===== config.mk =====
export PLATFORM = sky130hd
export DESIGN_NAME = rf_sdram_dma
export DESIGN_NICKNAME = d
export VERILOG_FILES = /design/src/rtl/tinynpu_dma_pkg.sv /design/src/rtl/dma_row_serdes.sv /design/src/rtl/rf_sdram_dma.sv
export SDC_FILE = /design/constraint.sdc
export NUM_CORES = 1
export LEC_CHECK = 0
export BUFFER_PORTS_ARGS = -buffer_cell sky130_fd_sc_hd__buf_2
export CAP_MARGIN = 40
export CORE_UTILIZATION = 35
export CTS_CLUSTER_DIAMETER = 40
export DETAILED_ROUTE_END_ITERATION = 8
export SYNTH_ARGS = -nofsm -noshare
export SYNTH_HDL_FRONTEND = slang
export SYNTH_HIERARCHICAL = 1
export SYNTH_SLANG_ARGS = --single-unit

===== constraint.sdc =====
create_clock -name clk -period 3.85 [get_ports clk]
set_input_delay 0.77 -clock clk [delete_from_list [all_inputs] [get_ports clk]]
set_output_delay 0.77 -clock clk [all_outputs]
set_load 0.03 [all_outputs]

===== src/rtl/tinynpu_dma_pkg.sv =====
// Shared types and constants for the register-file <-> SDRAM DMA.
//   dma_dir_t   : command direction (load = SDRAM->RF, store = RF->SDRAM)
//   dma_state_t : sequencer states shared by the load and store paths
//   SDRAM_AW    : SDRAM word-address width
package tinynpu_dma_pkg;

  typedef enum logic {
    DMA_LOAD  = 1'b0,
    DMA_STORE = 1'b1
  } dma_dir_t;

  typedef enum logic [2:0] {
    IDLE   = 3'd0,
    S_RD   = 3'd1,
    S_CAP  = 3'd2,
    S_WR   = 3'd3,
    L_RUN  = 3'd4,
    S_DONE = 3'd5
  } dma_state_t;

  localparam int unsigned SDRAM_AW = 25;

endpackage


===== src/rtl/dma_row_serdes.sv =====
// Row shift register shared by both DMA directions.
//   clk, rst_n  : clock, synchronous active-low reset
//   clear       : restart the beat counter (new command)
//   load        : parallel-load load_data (store path), beat counter to 0
//   shift_out   : drop the low word, advance beat (store path)
//   shift_in    : shift beat_data in at the top, advance beat (load path)
//   beat_data   : incoming SDRAM beat
//   tx_word     : low word of the register, i.e. the next beat to write
//   rx_row      : register contents with beat_data already shifted in
//   last_beat   : current beat is the final beat of the row
module dma_row_serdes #(
  parameter int unsigned N  = 256,
  parameter int unsigned DW = 16
) (
  input  logic          clk,
  input  logic          rst_n,
  input  logic          clear,
  input  logic          load,
  input  logic [N-1:0]  load_data,
  input  logic          shift_out,
  input  logic          shift_in,
  input  logic [DW-1:0] beat_data,
  output logic [DW-1:0] tx_word,
  output logic [N-1:0]  rx_row,
  output logic          last_beat
);

  localparam int unsigned BEATS = N / DW;
  localparam int unsigned BW    = (BEATS > 1) ? $clog2(BEATS) : 1;

  logic [N-1:0]  sr;
  logic [BW-1:0] beat;

  // LSW leaves first; returning beats enter at the top so beat 0 ends up in the LSW.
  assign tx_word   = sr[DW-1:0];
  assign rx_row    = (N'(beat_data) << (N - DW)) | (sr >> DW);
  assign last_beat = (beat == BW'(BEATS - 1));

  always_ff @(posedge clk) begin
    if (!rst_n) begin
      sr   <= '0;
      beat <= '0;
    end else if (clear) begin
      beat <= '0;
    end else if (load) begin
      sr   <= load_data;
      beat <= '0;
    end else if (shift_out || shift_in) begin
      sr   <= shift_in ? rx_row : (sr >> DW);
      beat <= last_beat ? '0 : beat + BW'(1);
    end
  end

endmodule


===== src/rtl/rf_sdram_dma.sv =====
// Row-granular DMA between the NPU register file and off-chip SDRAM.
// Store (RF->SDRAM) reads one RF row, then writes it as N/SDRAM_DW beats, LSW first.
// Load (SDRAM->RF) pipelines up to MAX_OUTSTANDING read beats and writes each
// assembled row into the RF the cycle after its last beat returns.
// Ports:
//   clk, rst_n                         clock, synchronous active-low reset
//   cmd_valid/cmd_ready                command handshake (ready only when idle)
//   cmd_dir/cmd_rf_addr/cmd_sdram_addr/cmd_len  command fields
//   done, err                          one-cycle retire / reject pulses
//   rf_rd_en/rf_rd_addr/rf_rd_data     RF read port (1-cycle latency)
//   rf_wr_en/rf_wr_addr/rf_wr_data     RF write port
//   sdram_*                            Avalon-MM-style master
// Optional feature: define RF_DMA_BOUNDS_CHECK_EN to reject commands that would
// run past the top of RF or SDRAM address space (err pulse, no bus activity).
// Without it err stays 0 and addresses wrap.
module rf_sdram_dma
  import tinynpu_dma_pkg::*;
#(
  parameter int unsigned ADDR_W          = 9,
  parameter int unsigned N               = 256,
  parameter int unsigned SDRAM_DW        = 16,
  parameter int unsigned LEN_W           = 9,
  parameter int unsigned MAX_OUTSTANDING = 8
) (
  input  logic                clk,
  input  logic                rst_n,
  input  logic                cmd_valid,
  output logic                cmd_ready,
  input  logic                cmd_dir,
  input  logic [ADDR_W-1:0]   cmd_rf_addr,
  input  logic [SDRAM_AW-1:0] cmd_sdram_addr,
  input  logic [LEN_W-1:0]    cmd_len,
  output logic                done,
  output logic                err,
  output logic                rf_rd_en,
  output logic [ADDR_W-1:0]   rf_rd_addr,
  input  logic [N-1:0]        rf_rd_data,
  output logic                rf_wr_en,
  output logic [ADDR_W-1:0]   rf_wr_addr,
  output logic [N-1:0]        rf_wr_data,
  output logic [SDRAM_AW-1:0] sdram_address,
  output logic                sdram_read,
  output logic                sdram_write,
  output logic [SDRAM_DW-1:0] sdram_writedata,
  input  logic                sdram_waitrequest,
  input  logic [SDRAM_DW-1:0] sdram_readdata,
  input  logic                sdram_readdatavalid
);

  localparam int unsigned BEATS = N / SDRAM_DW;
  localparam int unsigned BW    = (BEATS > 1) ? $clog2(BEATS) : 1;
  localparam int unsigned CW    = LEN_W + BW;
  localparam int unsigned OW    = $clog2(MAX_OUTSTANDING) + 1;

  if ((N % SDRAM_DW) != 0 || N < SDRAM_DW) begin : g_bad_width
    $error("rf_sdram_dma: N must be a non-zero multiple of SDRAM_DW");
  end

  dma_state_t          state, state_nxt;
  logic [LEN_W-1:0]    len_q;
  logic [LEN_W-1:0]    row_cnt;
  logic [ADDR_W-1:0]   rf_ptr;
  logic [SDRAM_AW-1:0] sd_ptr;
  logic [CW-1:0]       issued, recv, total;
  logic [OW-1:0]       inflight;
  logic                wr_en_q, err_q;
  logic [ADDR_W-1:0]   wr_addr_q;
  logic [N-1:0]        wr_data_q;
  logic                accept, oob, rd_acc, wr_acc;
  logic [SDRAM_DW-1:0] tx_word;
  logic [N-1:0]        rx_row;
  logic                last_beat;

  assign accept = cmd_valid && cmd_ready;
  assign rd_acc = sdram_read && !sdram_waitrequest;
  assign wr_acc = sdram_write && !sdram_waitrequest;
  assign total  = CW'(len_q) * CW'(BEATS);

`ifdef RF_DMA_BOUNDS_CHECK_EN
  localparam int unsigned XW = SDRAM_AW + ADDR_W + LEN_W;
  // Ending exactly at the top of either space is legal; one past it is not.
  assign oob = (XW'(cmd_rf_addr) + XW'(cmd_len) > (XW'(1) << ADDR_W))
            || (XW'(cmd_sdram_addr) + XW'(cmd_len) * XW'(BEATS) > (XW'(1) << SDRAM_AW));
`else
  assign oob = 1'b0;
`endif

  dma_row_serdes #(.N(N), .DW(SDRAM_DW)) u_serdes (
    .clk       (clk),
    .rst_n     (rst_n),
    .clear     (accept),
    .load      (state == S_CAP),
    .load_data (rf_rd_data),
    .shift_out (state == S_WR && !sdram_waitrequest),
    .shift_in  (state == L_RUN && sdram_readdatavalid),
    .beat_data (sdram_readdata),
    .tx_word   (tx_word),
    .rx_row    (rx_row),
    .last_beat (last_beat)
  );

  // State register
  always_ff @(posedge clk) begin
    if (!rst_n) state <= IDLE;
    else        state <= state_nxt;
  end

  // Next-state logic
  always_comb begin
    state_nxt = state;
    case (state)
      IDLE: begin
        if (accept && !oob) begin
          if (cmd_len == '0)             state_nxt = S_DONE;
          else if (cmd_dir == DMA_STORE) state_nxt = S_RD;
          else                           state_nxt = L_RUN;
        end
      end
      S_RD:  state_nxt = S_CAP;
      S_CAP: state_nxt = S_WR;
      S_WR: begin
        if (wr_acc && last_beat)
          state_nxt = (row_cnt == len_q - LEN_W'(1)) ? S_DONE : S_RD;
      end
      // The row write issued while every beat is already in is the final one.
      L_RUN:   if (wr_en_q && recv == total) state_nxt = S_DONE;
      S_DONE:  state_nxt = IDLE;
      default: state_nxt = IDLE;
    endcase
  end

  // Strobe decode; inputs of the read request never change while stalled.
  always_comb begin
    cmd_ready   = 1'b0;
    done        = 1'b0;
    rf_rd_en    = 1'b0;
    sdram_read  = 1'b0;
    sdram_write = 1'b0;
    case (state)
      IDLE:    cmd_ready   = 1'b1;
      S_RD:    rf_rd_en    = 1'b1;
      S_WR:    sdram_write = 1'b1;
      L_RUN:   sdram_read  = (issued < total) && (inflight < OW'(MAX_OUTSTANDING));
      S_DONE:  done        = 1'b1;
      default: ;
    endcase
  end

  assign rf_rd_addr      = rf_ptr;
  assign sdram_address   = sd_ptr;
  assign sdram_writedata = tx_word;
  assign rf_wr_en        = wr_en_q;
  assign rf_wr_addr      = wr_addr_q;
  assign rf_wr_data      = wr_data_q;
  assign err             = err_q;

  // Command pointers, load counters and the registered RF write port
  always_ff @(posedge clk) begin
    if (!rst_n) begin
      len_q     <= '0;
      row_cnt   <= '0;
      rf_ptr    <= '0;
      sd_ptr    <= '0;
      issued    <= '0;
      recv      <= '0;
      inflight  <= '0;
      wr_en_q   <= 1'b0;
      wr_addr_q <= '0;
      wr_data_q <= '0;
      err_q     <= 1'b0;
    end else begin
      wr_en_q <= 1'b0;
      err_q   <= accept && oob;
      if (accept) begin
        len_q    <= cmd_len;
        row_cnt  <= '0;
        rf_ptr   <= cmd_rf_addr;
        sd_ptr   <= cmd_sdram_addr;
        issued   <= '0;
        recv     <= '0;
        inflight <= '0;
      end
      if (state == S_WR && wr_acc) begin
        sd_ptr <= sd_ptr + SDRAM_AW'(1);
        if (last_beat) begin
          row_cnt <= row_cnt + LEN_W'(1);
          rf_ptr  <= rf_ptr + ADDR_W'(1);
        end
      end
      if (state == L_RUN) begin
        if (rd_acc) begin
          issued <= issued + CW'(1);
          sd_ptr <= sd_ptr + SDRAM_AW'(1);
        end
        inflight <= inflight + OW'(rd_acc) - OW'(sdram_readdatavalid);
        if (sdram_readdatavalid) begin
          recv <= recv + CW'(1);
          if (last_beat) begin
            wr_en_q   <= 1'b1;
            wr_addr_q <= rf_ptr;
            wr_data_q <= rx_row;
            rf_ptr    <= rf_ptr + ADDR_W'(1);
          end
        end
      end
    end
  end

endmodule


== Yosys cells after proc, flatten, opt, wreduce, memory -nomap -nowiden ==
Cells that the tools add are included.

* Flip-flop bits (word level): 611
* Bits in latches: 0
* Bits in writable memories: 0
* Bits in read-only memories: 0
* Input port bits: 321
* Output and inout port bits: 322
* Word-level logic and storage cells: 96
* Memories: 0

* Add/subtract/negate cells: 9
* Multipliers: 0
* Divide/modulo/power cells: 0
* Order comparisons: 2
* Eq/ne operators: 11
* Shifts and indexed selects: 0
* Multiplexer cells: 38
* Bitwise logic cells: 3
* Reduce and logical (&&, ||, !) cells: 20

{| class="wikitable"
|+ Operators by type and width
! kind !! number
|-
| 256-bit 2-to-1 mux || 3
|-
| 256-bit by 240-bit bitwise OR with 256-bit output || 1
|-
| 25-bit 2-to-1 mux || 4
|-
| 9-bit 2-to-1 mux || 9
|-
| 13-bit 2-to-1 mux || 6
|-
| 13-bit by 1-bit adder with 13-bit output (second input constant) || 2
|-
| 25-bit by 1-bit adder with 25-bit output (second input constant) || 1
|-
| 9-bit by 1-bit adder with 9-bit output (second input constant) || 2
|-
| 3-bit 2-to-1 mux || 6
|-
| 3-bit one-hot mux with 5 select lines || 1
|-
| 13-bit == test || 1
|-
| 13-bit less-than comparator || 1
|-
| 4-bit 2-to-1 mux || 3
|-
| 9-bit == test || 1
|-
| 1-bit logical AND || 9
|-
| 9-bit logical NOT || 1
|-
| 3-bit AND reduction || 3
|-
| 9-bit by 1-bit subtractor with 9-bit output (second input constant) || 1
|-
| 3-bit by 2-bit == test with 1-bit output (second input constant) || 2
|-
| 3-bit == test (second input constant) || 2
|-
| 1-bit 2-to-1 mux || 6
|-
| 4-bit by 1-bit adder with 4-bit output || 1
|-
| 4-bit by 1-bit adder with 4-bit output (second input constant) || 1
|-
| 4-bit == test (second input constant) || 1
|-
| 12 further kinds || 15
|}

== Longest topological paths before layout ==
Gate-level depths: netlist of run 1.

* Word-level depth: 9
* Gate-level depth with buffers: 15
* Mapped depth without buffers: 15

== By module ==
The synthesis of run 1 kept the hierarchy.

{| class="wikitable"
|+ Modules (own cells, without submodules)
! module !! times used !! cells each !! area an instance (um2) !! sequential area each (um2)
|-
| rf_sdram_dma || 1 || 1808 || 14099.8 || 7026.7
|-
| dma_row_serdes || 1 || 1254 || 13689.4 || 5205.0
|}

== Worst setup path after synthesis of run 1 ==
No wires, ideal clock.

* Kind: register to register
* Start: reg len_q[2]
* End: reg inflight[3]
* Setup time: 70 ps
* Data arrival time: 2937 ps
* Data required time: 3780 ps
* Slack: 843 ps
* Cell stages (with the launch flop): 16
* Path buffers: 0
* Period minus slack after synthesis: 3007 ps
* Cell sequence: dfxtp_1 inv_1 ha_1 a21o_1 a31oi_1 o311ai_4 nor2_1 inv_2 ha_1 inv_1 ha_1 a21o_1 a21oi_1 xnor2_1 or3_1 a21oi_1

* Word-level cells in the longest chain between the ends: 7

{| class="wikitable"
|+ RTL lines
! element !! RTL line !! text
|-
| start: declaration || rf_sdram_dma.sv:60 || <nowiki>logic [LEN_W-1:0] len_q;</nowiki>
|-
| start signal: assignment || rf_sdram_dma.sv:175 || <nowiki>len_q <= cmd_len;</nowiki>
|-
| 13-bit less-than comparator || rf_sdram_dma.sv:143 || <nowiki>L_RUN: sdram_read = (issued < total) && (inflight < OW'(MAX_OUTSTANDING));</nowiki>
|-
| 1-bit logical AND || rf_sdram_dma.sv:143 ||
|-
| 1-bit 2-to-1 mux || rf_sdram_dma.sv:139 || <nowiki>case (state)</nowiki>
|-
| 1-bit logical AND || rf_sdram_dma.sv:75 || <nowiki>assign rd_acc = sdram_read && !sdram_waitrequest;</nowiki>
|-
| 4-bit by 1-bit adder with 4-bit output || rf_sdram_dma.sv:195 || <nowiki>inflight <= inflight + OW'(rd_acc) - OW'(sdram_readdatavalid);</nowiki>
|-
| 4-bit by 1-bit subtractor with 4-bit output || rf_sdram_dma.sv:195 ||
|-
| 4-bit 2-to-1 mux || rf_sdram_dma.sv:190 || <nowiki>if (state == L_RUN) begin</nowiki>
|-
| end signal: assignment || rf_sdram_dma.sv:195 ||
|-
| end: declaration || rf_sdram_dma.sv:65 || <nowiki>logic [OW-1:0] inflight;</nowiki>
|}

Every way passes these cells.
A chain may end at the register's enable or synchronous reset.

== Worst setup path after layout of run 1 ==
* Start: reg len_q[2]
* End: out sdram_read

* Word-level cells in the longest chain between the ends: 3

{| class="wikitable"
|+ RTL lines
! element !! RTL line !! text
|-
| 13-bit less-than comparator || rf_sdram_dma.sv:143 ||
|-
| 1-bit logical AND || rf_sdram_dma.sv:143 ||
|-
| 1-bit 2-to-1 mux || rf_sdram_dma.sv:139 ||
|-
| end: declaration || rf_sdram_dma.sv:42 || <nowiki>output logic sdram_read,</nowiki>
|}

Every way passes these cells.

==> impl_metrics.py, run 1 <==
metrics = {
    "cells_and_area": {
        "synthToLayoutAreaGrowth_pct": 27.3,
        "fin_nets": 3899,
        "final_area_um2": 35400,
        "drive_gt1_share_pct": 25.5,
        "fin_util_pct": 45.4,
        "fin_cells": 4714,
    },
    "setup_path": {
        "path_max_fanout": 8,
        "critPathLaunch": "len_q[2]",
        "regToRegEndpoint": "inflight[3]",
        "r2r_slack_ns": 0.65,
        "critPathKind": "reg2out",
        "ff2ff_path_depth": 15,
        "crit_path_end_kind": "output pin",
        "cp.arrival_ns": 2.53,
        "startpoint_type": "flip-flop",
        "crit_required_ns": 3.08,
        "worstSetupEndpoint": "sdram_read",
        "r2r_start": "len_q[2]",
    },
    "logic_synthesis": {
        "ys_types": 71,
        "synth_mux_area_share_pct": 9.89,
        "synthAdderAreaFrac_pct": 0.973,
        "syn_inst": 3062,
        "synth_edf_count": 0,
        "async_flop_share_pct": 0,
        "synth-xor-area-share_pct": 1.07,
        "seq_area_frac_synth_pct": 44.0,
        "yosys_warnings": 6,
        "synth.ff_latch_count": 611,
        "syn_area_per_cell_um2": 9.08,
        "synth_compound_area_share_pct": 24.7,
        "syn-num-nets": 3404,
        "synth_flop_cell": "dfxtp_1",
        "synthSimpleGateAreaFrac_pct": 13.5,
        "synthesis.area_um2": 27800,
        "synth_top_family_by_area": "compound AO/OA/AOI/OAI gates",
    },
    "cts": {
        "cts_buffers": 111,
        "cts_resized": 0,
        "postCtsSetupRepairBufs": 0,
        "clockBufferDepth": 3,
        "cts_root_buf": "clkbuf_16",
        "path_clk_slew_ns": 0.06,
        "cts_hold_buf": 0,
        "cts_tree": "done",
        "h-tree-depth": 3,
        "cts_num_sinks": 611,
        "clk_latency_ns": 0.67,
    },
    "routing": {
        "drt_drc_violations_left": 0,
        "vias": 25200,
        "wl_um": 101000,
        "vias_per_cell": 5.34,
        "drt_iter0_markers": 1666,
        "antenna_left": 0,
        "dr.pass1.iters": 6,
        "detail_route.wl_per_cell_um": 21.5,
    },
    "run_status": {
        "status": "completed",
    },
    "power": {
        "finalPower_mw": 19.8,
        "power_density_nw_per_um2": 560,
        "max-vdd-ir-drop_uv": 367,
        "p_leak_nw": 14.8,
    },
    "sta": {
        "worst_slack_ns": 0.552,
        "setup_tns_ns": 0,
        "post-route-period-util_pct": 85.7,
        "rsz0062_at_grt": "false",
        "hold_ws_ns": 0.359,
        "tightest_slew_ns": 0.891,
        "max_freq_mhz": 303,
        "final_max_slew_viol_count": 0,
        "hold_viol": 0,
        "fin_crit_ns": 3.30,
        "slew_headroom_pct": 40.6,
        "finalSetupViolations": 0,
        "skew_ns": 0.0452,
    },
    "grt": {
        "track_usage_pct": 24.1,
        "grt_max_degree": 151,
        "antenna_found_initial": 47,
        "first_global_vias": 23900,
        "grt-ovfl-total": 0,
        "grt_pass1_wl_um": 151000,
    },
    "run": {
        "max-cap-violations": 0,
    },
    "placement": {
        "gp_congestion": 0.875,
        "hpwlAfterDp_um": 70700,
        "placed_area_um2": 31500,
        "post-place-ws_ns": 0.656,
        "dpl.cell_count": 4484,
        "port_buffers": 641,
    },
    "die": {
        "die_h_um": 284,
        "coreArea_um2": 78000,
        "start_util_pct": 35.6,
        "fp.dieW_um": 284,
        "row_count": 102,
        "dieArea_um2": 80500,
        "ios": 643,
    },
    "worst_hold_path": {
        "hold_class": "in2reg",
    },
}
## layout by cell type, fill, tap and decap left out, types with 36 or more instances in the layout
| cell type | count |
|---|---|
| o311a_1 | 240 |
| a21oi_1 | 311 |
| mux2_1 | 226 |
| o21bai_1 | 240 |
| nand2_1 | 626 |
| nor2_1 | 56 |
| nand3_1 | 53 |
| buf_4 | 36 |
| clkbuf_16 | 112 |
| dfxtp_1 | 611 |
| buf_2 | 640 |
## flip-flops by register name (all words and copies together) (netlist names), 13 cells and up
register	cells
issued	13
u_serdes/sr	256
rf_wr_data	256
sdram_address	25
recv	13
## critical path: stages, from the launching register on
cell      delay (ns)
dfxtp_1         0.42
inv_1           0.11
ha_1            0.30
a21o_1          0.10
a31oi_1         0.06
o311ai_4        0.52
inv_2           0.15
buf_2           0.22
## how the worst min path moves through the flow
| stage | startpoint | endpoint | cells past startpoint |
|---|---|---|---|
| 2_1_floorplan | u_serdes/sr[16] | rf_wr_data[0] | 2 |
| 3_3_place_gp | rf_wr_data[18] | rf_wr_data[18] | 2 |
| 3_5_place_dp | rf_wr_data[174] | rf_wr_data[174] | 2 |
| 4_1_cts | cmd_sdram_addr[8] | sdram_address[8] | 3 |
| 5_1_grt | cmd_len[0] | len_q[0] | 3 |
| 6_report | cmd_sdram_addr[8] | sdram_address[8] | 3 |
## where the power goes
| group | leakage [nW] | internal, mW | switching (mW) |
|---|---|---|---|
| Clock | 1.81 | 6.12 | 3.70 |
| Sequential | 4.95 | 6.73 | 0.420 |
| Combinational | 8.03 | 1.19 | 1.66 |
| Total | 14.8 | 14.0 | 5.78 |
## area by class of cell
type | instances | area [um2]
inverters | 27 | 116
clock inverters | 74 | 827
flip-flops and latches | 611 | 12200
fillers | 7652 | 42600
clock buffers | 132 | 2960
repair buffers | 698 | 3920
multi-input cells | 2108 | 14000
well taps | 1040 | 1300
diodes | 24 | 60.1
## cells in the mapped netlist, drive strengths merged, types with 6 or more instances
library cell	instances	share of area [%]
nand4	9	0.20
o211ai	7	0.19
a21oi	312	5.7
nor2b	21	0.47
and3	27	0.61
xor2	25	0.79
buf	149	3.2
dfxtp	611	44
o21ai	23	0.41
nand3b	7	0.19
or3	18	0.41
o31ai	18	0.49
a31oi	32	0.72
ha	20	0.90
o21bai	240	6.5
nor3	16	0.33
clkbuf	167	2.3
o221a	16	0.65
inv	26	0.35
mux2	244	9.9
nor2	56	0.76
a221oi	7	0.22
nand2	627	8.5
nor3b	10	0.29
nor4	6	0.16
or4	6	0.16
xnor2	9	0.28
nand3	55	1.0
o311a	240	8.6
## metal layers
layer  track usage (%)  part of all wire [%]  vias to the layer above
li1                  -                     -                    12100
met1              29.7                    42                    12000
met2              38.6                    46                      835
met3              8.15                   8.9                      190
met4              8.76                   2.8                       38
met5                 0                  0.23                        -
## cells by family (layout without fill, tap and decap cells)
group / Yosys count / after routing
other: 1 / 25
AO/OA/AOI/OAI: 933 / 933
adder cells (fa/ha/maj): 21 / 21
XOR/XNOR: 34 / 34
AND/OR/NAND/NOR: 875 / 875
multiplexers: 244 / 244
flip-flops: 611 / 611
buffers and inverters: 343 / 931
Note: power is estimated with default switching activity, not from simulation.
==> inputs of run 2 (changes only) <==
--- a/config.mk
+++ b/config.mk
@@ -10,6 +10,7 @@
 export CORE_UTILIZATION = 35
 export CTS_CLUSTER_DIAMETER = 40
 export DETAILED_ROUTE_END_ITERATION = 8
+export REMOVE_ABC_BUFFERS = 1
 export SYNTH_ARGS = -nofsm -noshare
 export SYNTH_HDL_FRONTEND = slang
 export SYNTH_HIERARCHICAL = 1
==> impl_metrics.py, run 2 (synthesis gave the netlist of run 1 again) <==
metrics = {
    "run_status": {
        "status": "completed",
    },
    "cts": {
        "cts_hold_buf": 0,
        "cts_root_buf": "clkbuf_16",
        "cts_num_sinks": 611,
        "cts_resized": 0,
        "clockBufferDepth": 3,
        "cts_buffers": 105,
        "cts_tree": "done",
        "path_clk_slew_ns": 0.05,
        "postCtsSetupRepairBufs": 0,
        "clk_latency_ns": 0.65,
        "h-tree-depth": 3,
    },
    "placement": {
        "post-place-ws_ns": 0.617,
        "port_buffers": 641,
        "gp_congestion": 0.868,
        "placed_area_um2": 31500,
        "hpwlAfterDp_um": 58700,
    },
    "power": {
        "switching_share_pct": 27.8,
        "pwr-share-comb_pct": 14.1,
        "p_int_mw": 14.3,
        "p_sw_mw": 5.52,
        "p_leak_nw": 14.8,
        "power_frac_clock_pct": 50.2,
        "max-vdd-ir-drop_uv": 333,
        "sequentialPowerShare_pct": 35.7,
        "power_density_nw_per_um2": 561,
    },
    "grt": {
        "grt_pass1_wl_um": 138000,
        "grt-ovfl-total": 0,
        "antenna_found_initial": 18,
        "track_usage_pct": 21.2,
        "grt_max_degree": 174,
        "first_global_vias": 23300,
    },
    "setup_path": {
        "path_max_fanout": 8,
        "ff2ff_path_depth": 15,
        "cpPeakStageDelay_ns": 0.48,
        "crit_path_end_kind": "output pin",
        "cp_slowest_cell": "o311ai_4",
        "cp.arrival_ns": 2.57,
        "worstPathCellList": "inv_1 -> ha_1 -> a21o_1 -> a31oi_1 -> o311ai_4 -> inv_2 -> buf_2",
        "critPathKind": "reg2out",
        "startpoint_type": "flip-flop",
        "crit_required_ns": 3.08,
    },
    "sta": {
        "max_freq_mhz": 300,
        "worst_slack_ns": 0.513,
        "post-route-period-util_pct": 86.7,
        "fin_crit_ns": 3.34,
        "finalSetupViolations": 0,
        "rsz0062_at_grt": "false",
        "setup_tns_ns": 0,
        "tightest_slew_ns": 1.21,
        "hold_viol": 0,
        "final_max_slew_viol_count": 0,
        "skew_ns": 0.0546,
        "slew_headroom_pct": 19.4,
    },
    "run": {
        "max-cap-violations": 0,
    },
    "die": {
        "coreArea_um2": 78000,
        "start_util_pct": 35.6,
        "ios": 643,
        "die_h_um": 284,
        "fp.dieW_um": 284,
        "dieArea_um2": 80500,
        "row_count": 102,
    },
    "cells_and_area": {
        "final_area_um2": 35400,
        "fin_nets": 3894,
        "area.sequential_um2": 12200,
        "fillers": 7684,
        "final_common_cell": "buf_2",
        "final_cell_mix": "buf_2 (640), nand2_1 (626), dfxtp_1 (611), a21oi_1 (311)",
        "fin_util_pct": 45.4,
        "multiInputGateArea_um2": 14000,
        "synthToLayoutAreaGrowth_pct": 27.3,
        "drive_gt1_share_pct": 25.5,
    },
    "worst_hold_path": {
        "hold_class": "in2reg",
        "hold_depth": 3,
    },
    "routing": {
        "drt_drc_violations_left": 0,
        "drt_iter0_markers": 1665,
        "vias_per_cell": 5.27,
        "wl_um": 89300,
        "vias": 24800,
        "antenna_left": 0,
        "dr.pass1.iters": 5,
        "detail_route.wl_per_cell_um": 19.0,
    },
}
-- run 2: changes by cell type in the layout (fill, tap and decap cells not counted), sizes merged --
cell	delta
buf	+1
bufinv	+8
clkbuf	-7
diode	-9
inv	-7
-- run 2: power by group through the flow --
stage	Combinational [mW]	Sequential, mW	Clock (mW)
4_1_cts	2.81	7.08	10.1
3_5_place_dp	2.79	7.21	0
2_1_floorplan	2.18	7.19	0
6_report	2.80	7.08	9.97
3_3_place_gp	2.76	7.21	0
5_1_grt	3.06	7.14	10.5
-- run 2: critical path, delay by kind of cell (launching register included) --
family	cells	cell delay [ns]
buffers and inverters	3	0.51
AOI/OAI and AO/OA	3	0.65
DFF	1	0.44
adders and majority gates	1	0.31
-- run 2: metrics by stage --
stage	cells	hold slack [ns]	total power [mW]
5_1_grt	4694	0.332	20.7
2_1_floorplan	2746	0.437	9.37
4_1_cts	4685	0.310	20.0
3_3_place_gp	4485	0.439	9.96
3_5_place_dp	4485	0.443	10.0
6_report	4700	0.362	19.8
-- run 2: worst paths after layout --
| check | start | end | slack, ns |
|---|---|---|---|
| max | len_q[2] | sdram_read | 0.51 |
| min | sdram_readdata[13] | rf_wr_data[253] | 0.36 |
| max reg2reg | len_q[2] | inflight[3] | 0.59 |
| min reg2reg | u_serdes/sr[235] | rf_wr_data[219] | 0.42 |
-- run 2: routing by layer --
metal | wire length (um) | vias to the layer above | GRT usage [%]
met5 | 102 | - | 0
met4 | 2380 | 16 | 7.32
met3 | 5190 | 130 | 4.27
met2 | 42000 | 729 | 34.5
met1 | 39600 | 11900 | 27.9
li1 | - | 12100 | -
-- run 2: layout make-up --
type                       count  area share, %
clock inverter                75           2.89
clock buffer                 125           7.98
inverter                      27          0.329
timing repair buffer         699           11.0
sequential                   611           34.6
multi-input combinational   2108           39.5
antenna                       15          0.106
tap                         1040           3.68
